File: src/rtl/mantis_sched_pkg.sv
// Shared types and widths for the Mantis round-robin scheduler.
package mantis_sched_pkg;

    localparam int unsigned BLK_W = 64;
    localparam int unsigned TWK_W = 64;
    localparam int unsigned KEY_W = 128;

    typedef enum logic [1:0] {
        IDLE = 2'd0,
        WAIT = 2'd1,
        RESP = 2'd2
    } state_t;

endpackage

File: src/rtl/rr_arb2.sv
// Two-input round-robin grant: ties go to the requester that was not served last.
module rr_arb2 (
    input  logic v0,
    input  logic v1,
    input  logic last_id,
    output logic gnt_valid,
    output logic gnt_id
);

    always_comb begin
        gnt_valid = v0 | v1;
        gnt_id    = 1'b0;
        if (v0 && v1) begin
            gnt_id = ~last_id;
        end else if (v1) begin
            gnt_id = 1'b1;
        end
    end

endmodule

File: src/rtl/mantis_rr_sched.sv
// Time-shares one Mantis cipher core between two requesters; owns the shared key register.
module mantis_rr_sched
    import mantis_sched_pkg::*;
#(
    parameter int unsigned LAT   = 1,
    parameter int unsigned CNT_W = 16
) (
    input  logic                   clk,
    input  logic                   rst,
    input  logic                   key_wr,
    input  logic [KEY_W-1:0]       key_in,
    input  logic                   req0_valid,
    output logic                   req0_ready,
    input  logic                   req0_enc,
    input  logic [TWK_W-1:0]       req0_t,
    input  logic [BLK_W-1:0]       req0_p,
    input  logic                   req1_valid,
    output logic                   req1_ready,
    input  logic                   req1_enc,
    input  logic [TWK_W-1:0]       req1_t,
    input  logic [BLK_W-1:0]       req1_p,
    output logic                   core_enc,
    output logic [TWK_W-1:0]       core_t,
    output logic [KEY_W-1:0]       core_k,
    output logic [BLK_W-1:0]       core_p,
    input  logic [BLK_W-1:0]       core_c,
    output logic                   rsp_valid,
    input  logic                   rsp_ready,
    output logic                   rsp_id,
    output logic [BLK_W-1:0]       rsp_c,
    output logic                   busy,
    output logic [CNT_W-1:0]       done_cnt
);

    localparam int unsigned WCNT_W = (LAT > 1) ? $clog2(LAT) : 1;

    state_t              r_state;
    logic [KEY_W-1:0]    r_key;
    logic                r_last_id;
    logic [WCNT_W-1:0]   r_wcnt;

    logic                w_gnt_valid;
    logic                w_gnt_id;
    logic                w_take;

    rr_arb2 u_arb (
        .v0        (req0_valid),
        .v1        (req1_valid),
        .last_id   (r_last_id),
        .gnt_valid (w_gnt_valid),
        .gnt_id    (w_gnt_id)
    );

    // A grant in IDLE is the handshake; ready is gated by the arbiter so only one side sees it.
    assign w_take     = (r_state == IDLE) && w_gnt_valid;
    assign req0_ready = w_take && !w_gnt_id;
    assign req1_ready = w_take &&  w_gnt_id;
    assign busy       = (r_state != IDLE);

    always_ff @(posedge clk) begin
        if (rst) begin
            r_state   <= IDLE;
            r_key     <= '0;
            r_last_id <= 1'b1;
            r_wcnt    <= '0;
            core_enc  <= 1'b0;
            core_t    <= '0;
            core_k    <= '0;
            core_p    <= '0;
            rsp_valid <= 1'b0;
            rsp_id    <= 1'b0;
            rsp_c     <= '0;
            done_cnt  <= '0;
        end else begin
            if (key_wr) begin
                r_key <= key_in;
            end

            case (r_state)
                IDLE: begin
                    if (w_take) begin
                        core_enc  <= w_gnt_id ? req1_enc : req0_enc;
                        core_t    <= w_gnt_id ? req1_t   : req0_t;
                        core_p    <= w_gnt_id ? req1_p   : req0_p;
                        // Write-through so a key written in the grant cycle is used immediately.
                        core_k    <= key_wr ? key_in : r_key;
                        rsp_id    <= w_gnt_id;
                        r_last_id <= w_gnt_id;
                        r_wcnt    <= WCNT_W'(LAT - 1);
                        r_state   <= WAIT;
                    end
                end

                WAIT: begin
                    if (r_wcnt == '0) begin
                        rsp_c     <= core_c;
                        rsp_valid <= 1'b1;
                        r_state   <= RESP;
                    end else begin
                        r_wcnt <= r_wcnt - WCNT_W'(1);
                    end
                end

                RESP: begin
                    if (rsp_ready) begin
                        rsp_valid <= 1'b0;
                        done_cnt  <= done_cnt + CNT_W'(1);
                        r_state   <= IDLE;
                    end
                end

                default: begin
                    r_state <= IDLE;
                end
            endcase
        end
    end

endmodule

File: config.mk
export PLATFORM = sky130hd
export DESIGN_NAME = mantis_rr_sched
export DESIGN_NICKNAME = d
export VERILOG_FILES = /design/src/rtl/mantis_sched_pkg.sv /design/src/rtl/rr_arb2.sv /design/src/rtl/mantis_rr_sched.sv
export SDC_FILE = /design/constraint.sdc
export NUM_CORES = 1
export LEC_CHECK = 0
export BUFFER_PORTS_ARGS = -buffer_cell sky130_fd_sc_hd__buf_4
export CAP_MARGIN = 25
export CORE_AREA = 10 10 305 307
export CTS_CLUSTER_DIAMETER = 30
export DETAILED_ROUTE_END_ITERATION = 10
export DIE_AREA = 0 0 315 317
export HOLD_SLACK_MARGIN = 0.02
export SLEW_MARGIN = 0
export SYNTH_ARGS = -nofsm -noshare
export SYNTH_HDL_FRONTEND = slang
export SYNTH_SLANG_ARGS = --single-unit
File: constraint.sdc
create_clock -name clk -period 1.5 [get_ports clk]
set_input_delay 0.075 -clock clk [delete_from_list [all_inputs] [get_ports clk]]
set_output_delay 0.075 -clock clk [all_outputs]
set_load 0.03 [all_outputs]
==> results of run 1 <==
## critical path: cells and delay by family, from the launching register on
kind | cells | cell delay, ns
buf+inv | 3 | 0.59
flops | 1 | 0.35
simple gates | 3 | 0.34
compound gates | 1 | 0.37
## cell usage after synthesis
cell and instances:
and3_1 2, o21a_1 1, o21ba_1 1, dfxtp_1 470, nand3_1 6, o21ai_1 1
nand2_1 133, xnor2_1 7, mux2i_1 129, inv_1 6, nand4_1 2, a211o_1 1
nor2_1 399, a211oi_1 129, nor3_1 3, nor2_2 1, clkbuf_1 83, nand2b_1 2
nor4_2 1, xor2_1 3, nand4b_1 1, buf_1 12, nand3b_1 1, a222oi_1 129
a21oi_1 70, ha_1 1, and4b_1 1, or3_1 4, o21ai_0 4, and3b_1 1
o31a_1 1, buf_6 1, a31o_2 1, or3_4 1, buf_2 56, nor4_1 3
nand4_2 1, nor2b_1 1
## logic make-up after synthesis
logic type	count (synthesis)	share of synthesized area (%)
compound gates	338	16.4
xor+xnor	10	0.535
fa+ha+maj	1	0.0765
buf+inv	158	4.10
flops	470	57.5
mux	129	7.89
simple gates	563	13.5
## final cells by class
type / instances / share of cell area, %
clock inverter: 64 / 2.35
inverter: 6 / 0.0686
antenna: 33 / 0.226
sequential: 470 / 25.9
tap: 1155 / 3.96
multi-input combinational: 1041 / 19.2
timing repair buffer: 1551 / 40.0
clock buffer: 141 / 8.33
## cells in the final DEF (no fill, tap or decap), types with 4 or more instances in the layout
| master | n |
|---|---|
| clkbuf_8 | 15 |
| o21ai_0 | 4 |
| diode_2 | 33 |
| nor2_2 | 36 |
| mux2i_1 | 129 |
| clkbuf_1 | 15 |
| a21oi_1 | 69 |
| dfxtp_1 | 453 |
| buf_6 | 23 |
| nand2_1 | 133 |
| a211oi_2 | 96 |
| or3_1 | 4 |
| a222oi_1 | 129 |
| clkbuf_16 | 125 |
| clkinvlp_4 | 8 |
| dlygate4sd3_1 | 577 |
| inv_6 | 10 |
| a211oi_1 | 31 |
| dfxtp_2 | 10 |
| xnor2_1 | 7 |
| inv_1 | 5 |
| clkinv_2 | 18 |
| clkinv_16 | 4 |
| buf_12 | 40 |
| buf_8 | 20 |
| clkinv_4 | 10 |
| buf_16 | 23 |
| buf_4 | 852 |
| nor2_1 | 362 |
| nand3_1 | 4 |
| dfxtp_4 | 7 |
| bufinv_16 | 13 |
## per-layer routing
| metal | routed length [um] | up-vias | track usage (%) |
|---|---|---|---|
| met5 | 75 | - | 0 |
| met4 | 5060 | 12 | 9.58 |
| met3 | 10500 | 301 | 7.38 |
| met2 | 46200 | 1192 | 29.2 |
| met1 | 36000 | 9752 | 19.3 |
| li1 | - | 9113 | - |
## registers in the layout, indices dropped and copies added (netlist names)
name and count:
core_enc 1, core_k 128, rsp_c 64, core_p 64, r_key 128, r_state 2
done_cnt 16, rsp_valid 1, core_t 64, rsp_id 1, r_last_id 1
## through the flow
step	hold slack (ns)	instance area (um^2)	util, %	setup TNS, ns	setup WS, ns
global route	0.122	36400	42.1	-43.86	-0.343
global placement	0.323	24200	27.9	-2.17	-0.0487
finish	0.113	36500	42.1	-22.18	-0.275
detailed placement	0.331	24200	27.9	-3.34	-0.0807
CTS	0.0512	35600	41.2	-32.12	-0.294
floorplan	0.211	16400	-	-0.0168	-0.0168
## timing repair
item / 4_1_cts / 5_1_grt
setup buffers: 36 / 21
hold buffers: 577 / 0
setup endpoints to repair: 103 / 298
endpoints found under the hold margin: 465 / 0
pin swaps: 99 / 127
resized for setup: 137 / 145
gates cloned: 31 / 17
## worst min path at each step
stage / end / slack (ns) / cells after the start
2_1_floorplan: rsp_c[0] / 0.21 / 2
3_3_place_gp: rsp_c[16] / 0.32 / 3
3_5_place_dp: rsp_c[16] / 0.33 / 3
4_1_cts: r_key[0] / 0.05 / 4
5_1_grt: r_key[0] / 0.12 / 4
6_report: r_key[0] / 0.11 / 4
## power groups by stage
stage / clock network [W] / registers [W] / logic (W)
final: 0.0249 / 0.0143 / 0.0114
after global routing: 0.0257 / 0.0144 / 0.0119
after CTS: 0.0250 / 0.0142 / 0.0106
after detailed placement: 0 / 0.0144 / 0.00776
after global placement: 0 / 0.0144 / 0.00771
after floorplan: 0 / 0.0160 / 0.00243
==> results.sh, run 1 <==
export IMPL_status="complete, but fails checks"
export IMPL_failed_checks="DRC, setup timing"
export IMPL_coreArea_mm2=0.0866
export IMPL_finalWeightedCongestion=0.873
export IMPL_drive_gt1_share_pct=40.8
export IMPL_finalWirelength_mm=97.8
export IMPL_final_hold_viol_count=0
export IMPL_final_nets=3636
export IMPL_worst_pin_slew_ns=0.515
export IMPL_synth_warnings=0
export IMPL_critical_path_max_fanout=20
export IMPL_dp_hpwl_mm=59.1
export IMPL_start_util_pct=18.9
export IMPL_regToRegStartpoint="r_state[0]"
export IMPL_synth_area_mm2=0.0164
export IMPL_critPathLaunch="r_state[0]"
export IMPL_seqPwrFrac_pct=28.3
export IMPL_numCtsBuffers=109
export IMPL_combPwrFrac_pct=22.5
export IMPL_hp_class="input port to flip-flop"
export IMPL_netlist_instances=1669
export IMPL_grt_max_degree=79
export IMPL_clock_skew_ns=0.0544
export IMPL_area_delta_synth_final_pct=123
export IMPL_yosysSeqAreaShare_pct=57.5
export IMPL_clock_sinks=470
export IMPL_slew_headroom_pct=64.7
export IMPL_overflow=0
export IMPL_multi_input_area_mm2=0.00701
export IMPL_dr_pass1_iters=11
export IMPL_setup_viol=248
export IMPL_worst_r2r_path_depth=7
export IMPL_fillers=7678
export IMPL_min_period_over_period_pct=118
export IMPL_syn_avg_cell_area_um2=9.80
export IMPL_cts_path_max_buffers=3
export IMPL_finalNonFillerCells=4461
export IMPL_finalPower_w=0.0506
export IMPL_drc_errors=7
export IMPL_antenna_found_initial=39
export IMPL_drtIter0Drc=2280
export IMPL_ant_nets=0
export IMPL_grtUsageTotal_pct=17.7
export IMPL_crit_slowest_cell="a222oi_1"
export IMPL_yosysUniqueCellTypes=38
export IMPL_switchingPower_w=0.0148
export IMPL_vdd_ir_drop_worst_v=0.00133
export IMPL_swShare_pct=29.4
export IMPL_die_w_um=315
export IMPL_p_clk_share_pct=49.2
export IMPL_fp_dieH_um=317
export IMPL_leakage_nw=16.2
export IMPL_grt_pass1_wl_mm=136
export IMPL_seq_area_mm2=0.00945
export IMPL_ios=798
export IMPL_syn_num_nets=2126
export IMPL_arrival_ns=2.32
export IMPL_critPathCapture="core_p[36]"
export IMPL_cap_violations=0
export IMPL_cts_tree="yes"
export IMPL_rows=108
export IMPL_period_needed_ns=1.77
export IMPL_setup_worst_path_class="flip-flop to flip-flop"
export IMPL_clkTransAtPathRegs_ns=0.05
export IMPL_hold_start="key_wr"
export IMPL_cp_start_kind="flip-flop"
export IMPL_grt_pass1_vias=21400
export IMPL_ys_ff_latch=470
export IMPL_worstPathCellList="nor2_4 -> buf_12 -> and3_4 -> buf_6 -> bufbuf_16 -> a222oi_1 -> nor2_1"
export IMPL_cts_root_buf="clkbuf_16"
export IMPL_p_int_w=0.0357
export IMPL_dp_cells=3558
export IMPL_route_vias_total=20400
export IMPL_r2r_setup_slack_ns=-0.27
export IMPL_dieArea_mm2=0.0999
export IMPL_end_kind="flip-flop"
export IMPL_regToRegEndpoint="core_p[36]"
export IMPL_drv_slew=0
export IMPL_route_detailed_wl_per_inst_um=21.9
export IMPL_synth_top_area_cell="dfxtp_1"
export IMPL_fmax_ghz=0.564
export IMPL_clock_latency_ns=0.70
export IMPL_synth_top_cell_area_share_pct=57.5
export IMPL_rsz0062_at_grt="yes"
export IMPL_slowest_delay_ns=0.37
export IMPL_synth_top_cells_by_area="dfxtp_1 58%, nor2_1 9.2%, a222oi_1 7.9%, mux2i_1 7.9%, a211oi_1 5.9%"
export IMPL_h_tree_depth=3
export IMPL_powerDensity_mw_per_mm2=1390
export IMPL_routed_via_density=4.57
export IMPL_setup_slack_ns=-0.275
export IMPL_portBuffers=797
export IMPL_worstPathRequired_ns=2.05
(Power assumes the default switching activity.)
==> run 2: changes to the inputs <==
- ABC_AREA: default -> 1
- CORE_AREA: 10 10 305 307 -> 10 10 298 300
- DIE_AREA: 0 0 315 317 -> 0 0 308 310
==> run 2 against run 1 <==
  * The flow finishes with violations (setup timing)
  * Wire length up 2.7%
  * Power up 4.6%
  * Clock skew decreased by 0.034 ns
  * Non-clock buffer count is 58 lower
  * Sequential cell count did not move
  * Clock power increased by 5%
  * First-iteration DRC count decreased by 32%
  * Critical endpoint is now req0_ready
  * Largest cell class unchanged
  * Combinational power up 7%
  * Sequential share of layout area shrank 1.3 points
  * Fmax up 0.93%
  * Global-route usage grew 1.4 points
==> results.sh, run 2 <==
export IMPL_multi_input_area_mm2=0.00759
export IMPL_synth_area_mm2=0.0185
export IMPL_powerDensity_mw_per_mm2=1380
export IMPL_clock_sinks=470
export IMPL_synth_top_cell_area_share_pct=50.9
export IMPL_path_delay_family="buffers and inverters"
export IMPL_leakage_nw=17.8
export IMPL_h_tree_depth=3
export IMPL_route_vias_total=22800
export IMPL_synth_warnings=0
export IMPL_clock_latency_ns=0.68
export IMPL_portBuffers=797
export IMPL_ios=798
export IMPL_fp_dieH_um=310
export IMPL_cp_start_kind="flip-flop"
export IMPL_drc_errors=0
export IMPL_design_area_mm2=0.0382
export IMPL_setup_viol=237
export IMPL_dieArea_mm2=0.0955
export IMPL_synth_compound_area_share_pct=18.7
export IMPL_min_period_over_period_pct=117
export IMPL_routed_via_density=4.44
export IMPL_area_delta_synth_final_pct=107
export IMPL_numCtsBuffers=116
export IMPL_coreArea_mm2=0.0829
export IMPL_dp_slack_ns=-0.0399
export IMPL_dp_hpwl_mm=63.1
export IMPL_ant_nets=0
export IMPL_tns_ns=-19.73
export IMPL_finalWeightedCongestion=0.914
export IMPL_synth_edf_count=0
export IMPL_final_cell_mix="850 x buf_4, 530 x dlygate4sd3_1, 519 x nand2_1"
export IMPL_vdd_ir_drop_worst_v=0.000880
export IMPL_failed_checks="setup timing"
export IMPL_netlist_instances=2493
export IMPL_swShare_pct=28.9
export IMPL_ys_ff_latch=470
export IMPL_critical_path_max_fanout=2
export IMPL_crit_slowest_cell="dfxtp_2"
export IMPL_synthXorXnorAreaFrac_pct=0.0948
export IMPL_period_needed_ns=1.76
export IMPL_end_kind="primary output"
export IMPL_fin_util_pct=46.1
export IMPL_synthTopCellsByCount="548 x nand2_1, 470 x dfxtp_1, 408 x inv_1"
export IMPL_worstPathRequired_ns=1.42
export IMPL_seq_area_mm2=0.00941
export IMPL_yosysMostFrequentCell="nand2_1"
export IMPL_worst_pin_slew_ns=0.529
export IMPL_seqPwrFrac_pct=27.3
export IMPL_p_int_w=0.0376
export IMPL_drv_slew=0
export IMPL_slew_headroom_pct=64.7
export IMPL_fmax_ghz=0.569
export IMPL_worstPathCellList="nor2_4 -> o21ai_4 -> nor2_4 -> buf_12 -> buf_8 -> buf_8"
export IMPL_rows=106
export IMPL_drive_gt1_share_pct=33.6
export IMPL_yosys_mux_area_fraction_pct=0
export IMPL_cts_path_max_buffers=3
export IMPL_final_hold_viol_count=0
export IMPL_synth_top_cells_by_area="dfxtp_1 51%, nand2_1 11%, inv_1 8.3%, nor2_1 5.8%, o21ai_0 5.3%"
export IMPL_clock_skew_ns=0.0207
export IMPL_start_util_pct=22.3
export IMPL_yosysUniqueCellTypes=25
export IMPL_path_buf_inv=3
export IMPL_hold_worst_slack_ns=0.0387
export IMPL_synth_top_area_cell="dfxtp_1"
export IMPL_synth_top_family_by_area="compound AO/OA/AOI/OAI gates"
export IMPL_grt_max_degree=117
export IMPL_dr_pass1_iters=5
export IMPL_slowest_delay_ns=0.32
export IMPL_finalWirelength_mm=100
export IMPL_synthSimpleGateAreaFrac_pct=17.6
export IMPL_dpl_cell_area_mm2=0.0262
export IMPL_final_nets=4396
export IMPL_yosysSeqAreaShare_pct=50.9
export IMPL_combPwrFrac_pct=23.0
export IMPL_mostFrequentLayoutCell="buf_4"
export IMPL_setup_worst_path_class="flip-flop to primary output"
export IMPL_drtIter0Drc=1546
export IMPL_setup_slack_ns=-0.258
export IMPL_arrival_ns=1.68
export IMPL_antenna_found_initial=18
export IMPL_syn_num_nets=2950
export IMPL_grt_pass1_vias=23300
export IMPL_synth_ff_type="dfxtp_1"
export IMPL_grt_pass1_wl_mm=141
export IMPL_top_regs="core_k: 128 flops, r_key: 128 flops"
export IMPL_die_w_um=308
export IMPL_syn_avg_cell_area_um2=7.41
export IMPL_synth_async_reset_ratio_pct=0
export IMPL_cts_root_buf="clkbuf_16"
export IMPL_status="complete, but fails checks"
export IMPL_synth_fa_ha_area_share_pct=0.0677
export IMPL_switchingPower_w=0.0153
export IMPL_route_detailed_wl_per_inst_um=19.6
export IMPL_cap_violations=0
export IMPL_rsz0062_at_grt="yes"
export IMPL_hp_class="input port to flip-flop"
export IMPL_cts_tree="yes"
export IMPL_clkTransAtPathRegs_ns=0.05
export IMPL_p_clk_share_pct=49.7
export IMPL_grtUsageTotal_pct=19.1
export IMPL_overflow=0
export IMPL_fillers=7453
## run 2: final timing paths
path | to | from | slack (ns) | cells after the start
worst max register to register | core_p[0] | r_state[0] | -0.18 | 9
worst max-delay path | req0_ready | r_state[0] | -0.26 | 6
worst min register to register | core_k[63] | core_k[63] | 0.44 | 2
worst min-delay path | r_key[117] | key_wr | 0.04 | 5
## run 2: worst min-delay path: stages
cell and delay [ns]:
clkbuf_8 0.20, nand2_1 0.08, o21a_1 0.18, inv_1 0.08, nor2_1 0.03
## run 2: power groups by stage
stage / registers [W] / logic [W] / clock network [W]
after global placement: 0.0145 / 0.00850 / 0
after CTS: 0.0144 / 0.0110 / 0.0266
after detailed placement: 0.0146 / 0.00854 / 0
after floorplan: 0.0164 / 0.00268 / 0
after global routing: 0.0145 / 0.0129 / 0.0273
final: 0.0144 / 0.0122 / 0.0262
## run 2: per-layer routing
| metal | vias to the layer above | track usage (%) | part of all wire, % |
|---|---|---|---|
| met3 | 312 | 6.15 | 8.9 |
| met4 | 0 | 9.60 | 5.0 |
| met2 | 1149 | 32.9 | 49 |
| met5 | - | 0 | 0 |
| met1 | 10600 | 21.0 | 37 |
| li1 | 10800 | - | - |
## run 2: what timing repair did
item	CTS	global route
endpoints found under the setup margin	74	273
gates cloned	27	22
buffers inserted	14	10
pin swaps	8	57
endpoints found under the hold margin	470	0
hold buffers	530	0
gates resized for setup	168	269
## run 2: cell type report
cell class | count | share of cell area (%)
Timing Repair Buffer | 1493 | 37.1
Clock buffer | 151 | 8.36
Clock inverter | 65 | 2.39
Antenna cell | 17 | 0.111
Inverter | 408 | 4.02
Multi-Input combinational cell | 1450 | 19.9
Sequential cell | 470 | 24.6
Tap cell | 1080 | 3.54
## run 2: logic make-up (layout without fill, tap and decap cells)
logic type | count (synthesis) | count (layout)
simple gates | 853 | 853
compound gates | 594 | 594
buf+inv | 573 | 2117
flops | 470 | 470
xor+xnor | 2 | 2
fa+ha+maj | 1 | 1
other cells | 0 | 17
## run 2: metrics by stage
stage	power [W]	std cells
final	0.0529	5134
after global routing	0.0547	5127
after CTS	0.0520	5087
after detailed placement	0.0231	4301
after global placement	0.0230	4301
after floorplan	0.0190	2493
==> run 3: changes to the inputs <==
- BUFFER_PORTS_ARGS: -buffer_cell sky130_fd_sc_hd__buf_4 -> default
- CORE_AREA: 10 10 298 300 -> 10 10 300 302
- DIE_AREA: 0 0 308 310 -> 0 0 310 312
- DONT_BUFFER_PORTS: default -> 1
==> run 3 against run 2 <==
  * Critical path depth up 4
  * Critical path type is now flip-flop to flip-flop
  * Largest cell class is now flip-flops and latches
  * Via count fell by 9.8%
  * Largest power group unchanged
  * Global-route usage shrank 2.2 points
  * Sequential cell count is the same
  * Worst hold slack got worse by 0.44 ns
  * The run ends with hold timing, setup timing left
==> results.sh, run 3 (same netlist as run 2, synthesis figures left out) <==
export IMPL_status="complete, but fails checks"
export IMPL_failed_checks="hold timing, setup timing"
export IMPL_clkTransAtPathRegs_ns=0.05
export IMPL_cap_violations=0
export IMPL_hold_worst_slack_ns=-0.400
export IMPL_cts_tree="yes"
export IMPL_area_delta_synth_final_pct=69.8
export IMPL_cp_start_kind="flip-flop"
export IMPL_final_cell_mix="615 x dlygate4sd3_1, 526 x nand2_1, 467 x dfxtp_1"
export IMPL_fmax_ghz=0.570
export IMPL_cts_path_max_buffers=3
export IMPL_ios=798
export IMPL_arrival_ns=2.30
export IMPL_setup_slack_ns=-0.253
export IMPL_drc_errors=0
export IMPL_routed_via_density=4.65
export IMPL_finalWeightedCongestion=0.889
export IMPL_leakage_nw=13.8
export IMPL_grt_max_degree=271
export IMPL_clock_skew_ns=0.0448
export IMPL_worstPathRequired_ns=2.04
export IMPL_fp_dieH_um=312
export IMPL_overflow=0
export IMPL_setup_worst_path_class="flip-flop to flip-flop"
export IMPL_crit_top_cell="buf_12"
export IMPL_top_regs="core_k: 128 flops, r_key: 128 flops"
export IMPL_numCtsBuffers=103
export IMPL_coreArea_mm2=0.0843
export IMPL_slew_headroom_pct=39.5
export IMPL_h_tree_depth=3
export IMPL_drtIter0Drc=2041
export IMPL_rsz0062_at_grt="yes"
export IMPL_fillers=8073
export IMPL_hp_class="input port to flip-flop"
export IMPL_path_delay_family="buffers and inverters"
export IMPL_grt_pass1_wl_mm=128
export IMPL_mostFrequentLayoutCell="dlygate4sd3_1"
export IMPL_cts_root_buf="clkbuf_16"
export IMPL_path_buf_inv=5
export IMPL_route_detailed_wl_per_inst_um=20.5
export IMPL_end_kind="flip-flop"
export IMPL_slowest_delay_ns=0.33
export IMPL_dp_hpwl_mm=55.8
export IMPL_die_w_um=310
export IMPL_dieArea_mm2=0.0967
export IMPL_ant_nets=0
export IMPL_worstPathCellList="nor2_4 -> o21ai_4 -> nor2_4 -> buf_12 -> buf_4 -> buf_16 -> buf_12 -> buf_12 -> nand2_1 -> a31oi_1"
export IMPL_rows=107
export IMPL_powerDensity_mw_per_mm2=1490
export IMPL_period_needed_ns=1.75
export IMPL_worst_pin_slew_ns=0.907
export IMPL_finalWirelength_mm=90.9
export IMPL_dp_cells=3557
export IMPL_start_util_pct=21.9
export IMPL_setup_viol=205
export IMPL_route_vias_total=20600
export IMPL_vdd_ir_drop_worst_v=0.00118
export IMPL_min_period_over_period_pct=117
export IMPL_dr_pass1_iters=5
export IMPL_drv_slew=0
export IMPL_dp_slack_ns=-0.109
export IMPL_clock_latency_ns=0.65
export IMPL_crit_slowest_cell="dfxtp_2"
export IMPL_finalPower_w=0.0468
export IMPL_grtUsageTotal_pct=16.9
export IMPL_final_nets=3689
export IMPL_finalNonFillerCells=4428
export IMPL_antenna_found_initial=28
export IMPL_clock_sinks=470
export IMPL_portBuffers=0
export IMPL_grt_pass1_vias=20800
export IMPL_critical_path_max_fanout=9
export IMPL_drive_gt1_share_pct=12.2
export IMPL_final_hold_viol_count=113
## run 3: cell types whose count changed in the layout (fill, tap and decap cells not counted), sizes merged
cell,previous run,this run
buf,940,159
diode,17,19
bufbuf,5,4
clkbuf,169,133
clkinv,35,32
dlymetal6s4s,0,14
dlygate4sd3,530,615
bufinv,19,17
clkinvlp,7,11
inv,412,414
## run 3: final cells by class
class	instances	area, um^2	area share (%)
multi-input cells	1450	6940	22.1
flip-flops and latches	470	9410	30.0
repair buffers	799	8360	26.6
inverters	408	1540	4.90
well taps	1090	1360	4.35
clock inverters	66	926	2.95
diodes	19	47.5	0.152
clock buffers	126	2800	8.91
## run 3: path summary, 6_finish.rpt
check                   from        end  slack (ns)  cells past startpoint
hold reg to reg    core_k[1]  core_k[1]        0.45                      2
hold / removal           rst  rsp_valid       -0.40                      1
setup / recovery  r_state[1]   core_enc       -0.25                     10
setup reg to reg  r_state[1]   core_enc       -0.25                     10
## run 3: power breakdown
| part | internal (W) | leakage (nW) | switching, W | total, W |
|---|---|---|---|---|
| combinational | 0.00327 | 8.15 | 0.00341 | 0.00668 |
| sequential | 0.0137 | 3.89 | 0.00253 | 0.0163 |
| clock | 0.0162 | 1.80 | 0.00768 | 0.0239 |
| total | 0.0332 | 13.8 | 0.0136 | 0.0468 |
## run 3: through the flow
stage	instance area (um^2)	TNS (ns)	util [%]
2_1_floorplan	18500	0	-
3_3_place_gp	20400	-7.84	24.2
3_5_place_dp	20400	-7.91	24.2
4_1_cts	30600	-17.38	36.3
5_1_grt	31400	-22.50	37.2
6_report	31400	-16.59	37.2
## run 3: timing repair
action                                  4_1_cts  5_1_grt
hold buffers                                622        9
endpoints found under the setup margin      160      262
buffers inserted                              7        9
gates resized for setup                      27      107
pin swaps                                     3       10
hold endpoints to repair                    469      186
gates cloned                                  6        9
## run 3: worst register-to-register path, cell delays in order, from the launching register on
cell and delay [ns]:
dfxtp_2 0.33, nor2_4 0.15, o21ai_4 0.09, nor2_4 0.10
buf_12 0.12, buf_4 0.12, buf_16 0.18, buf_12 0.16
buf_12 0.14, nand2_1 0.08, a31oi_1 0.18
## run 3: routing by layer
metal | GRT usage (%) | vias up | wire [um]
met3 | 6.05 | 339 | 9690
met1 | 18.0 | 9565 | 32400
met4 | 9.15 | 6 | 4960
met2 | 28.8 | 1343 | 43800
li1 | - | 9328 | -
met5 | 0 | - | 54
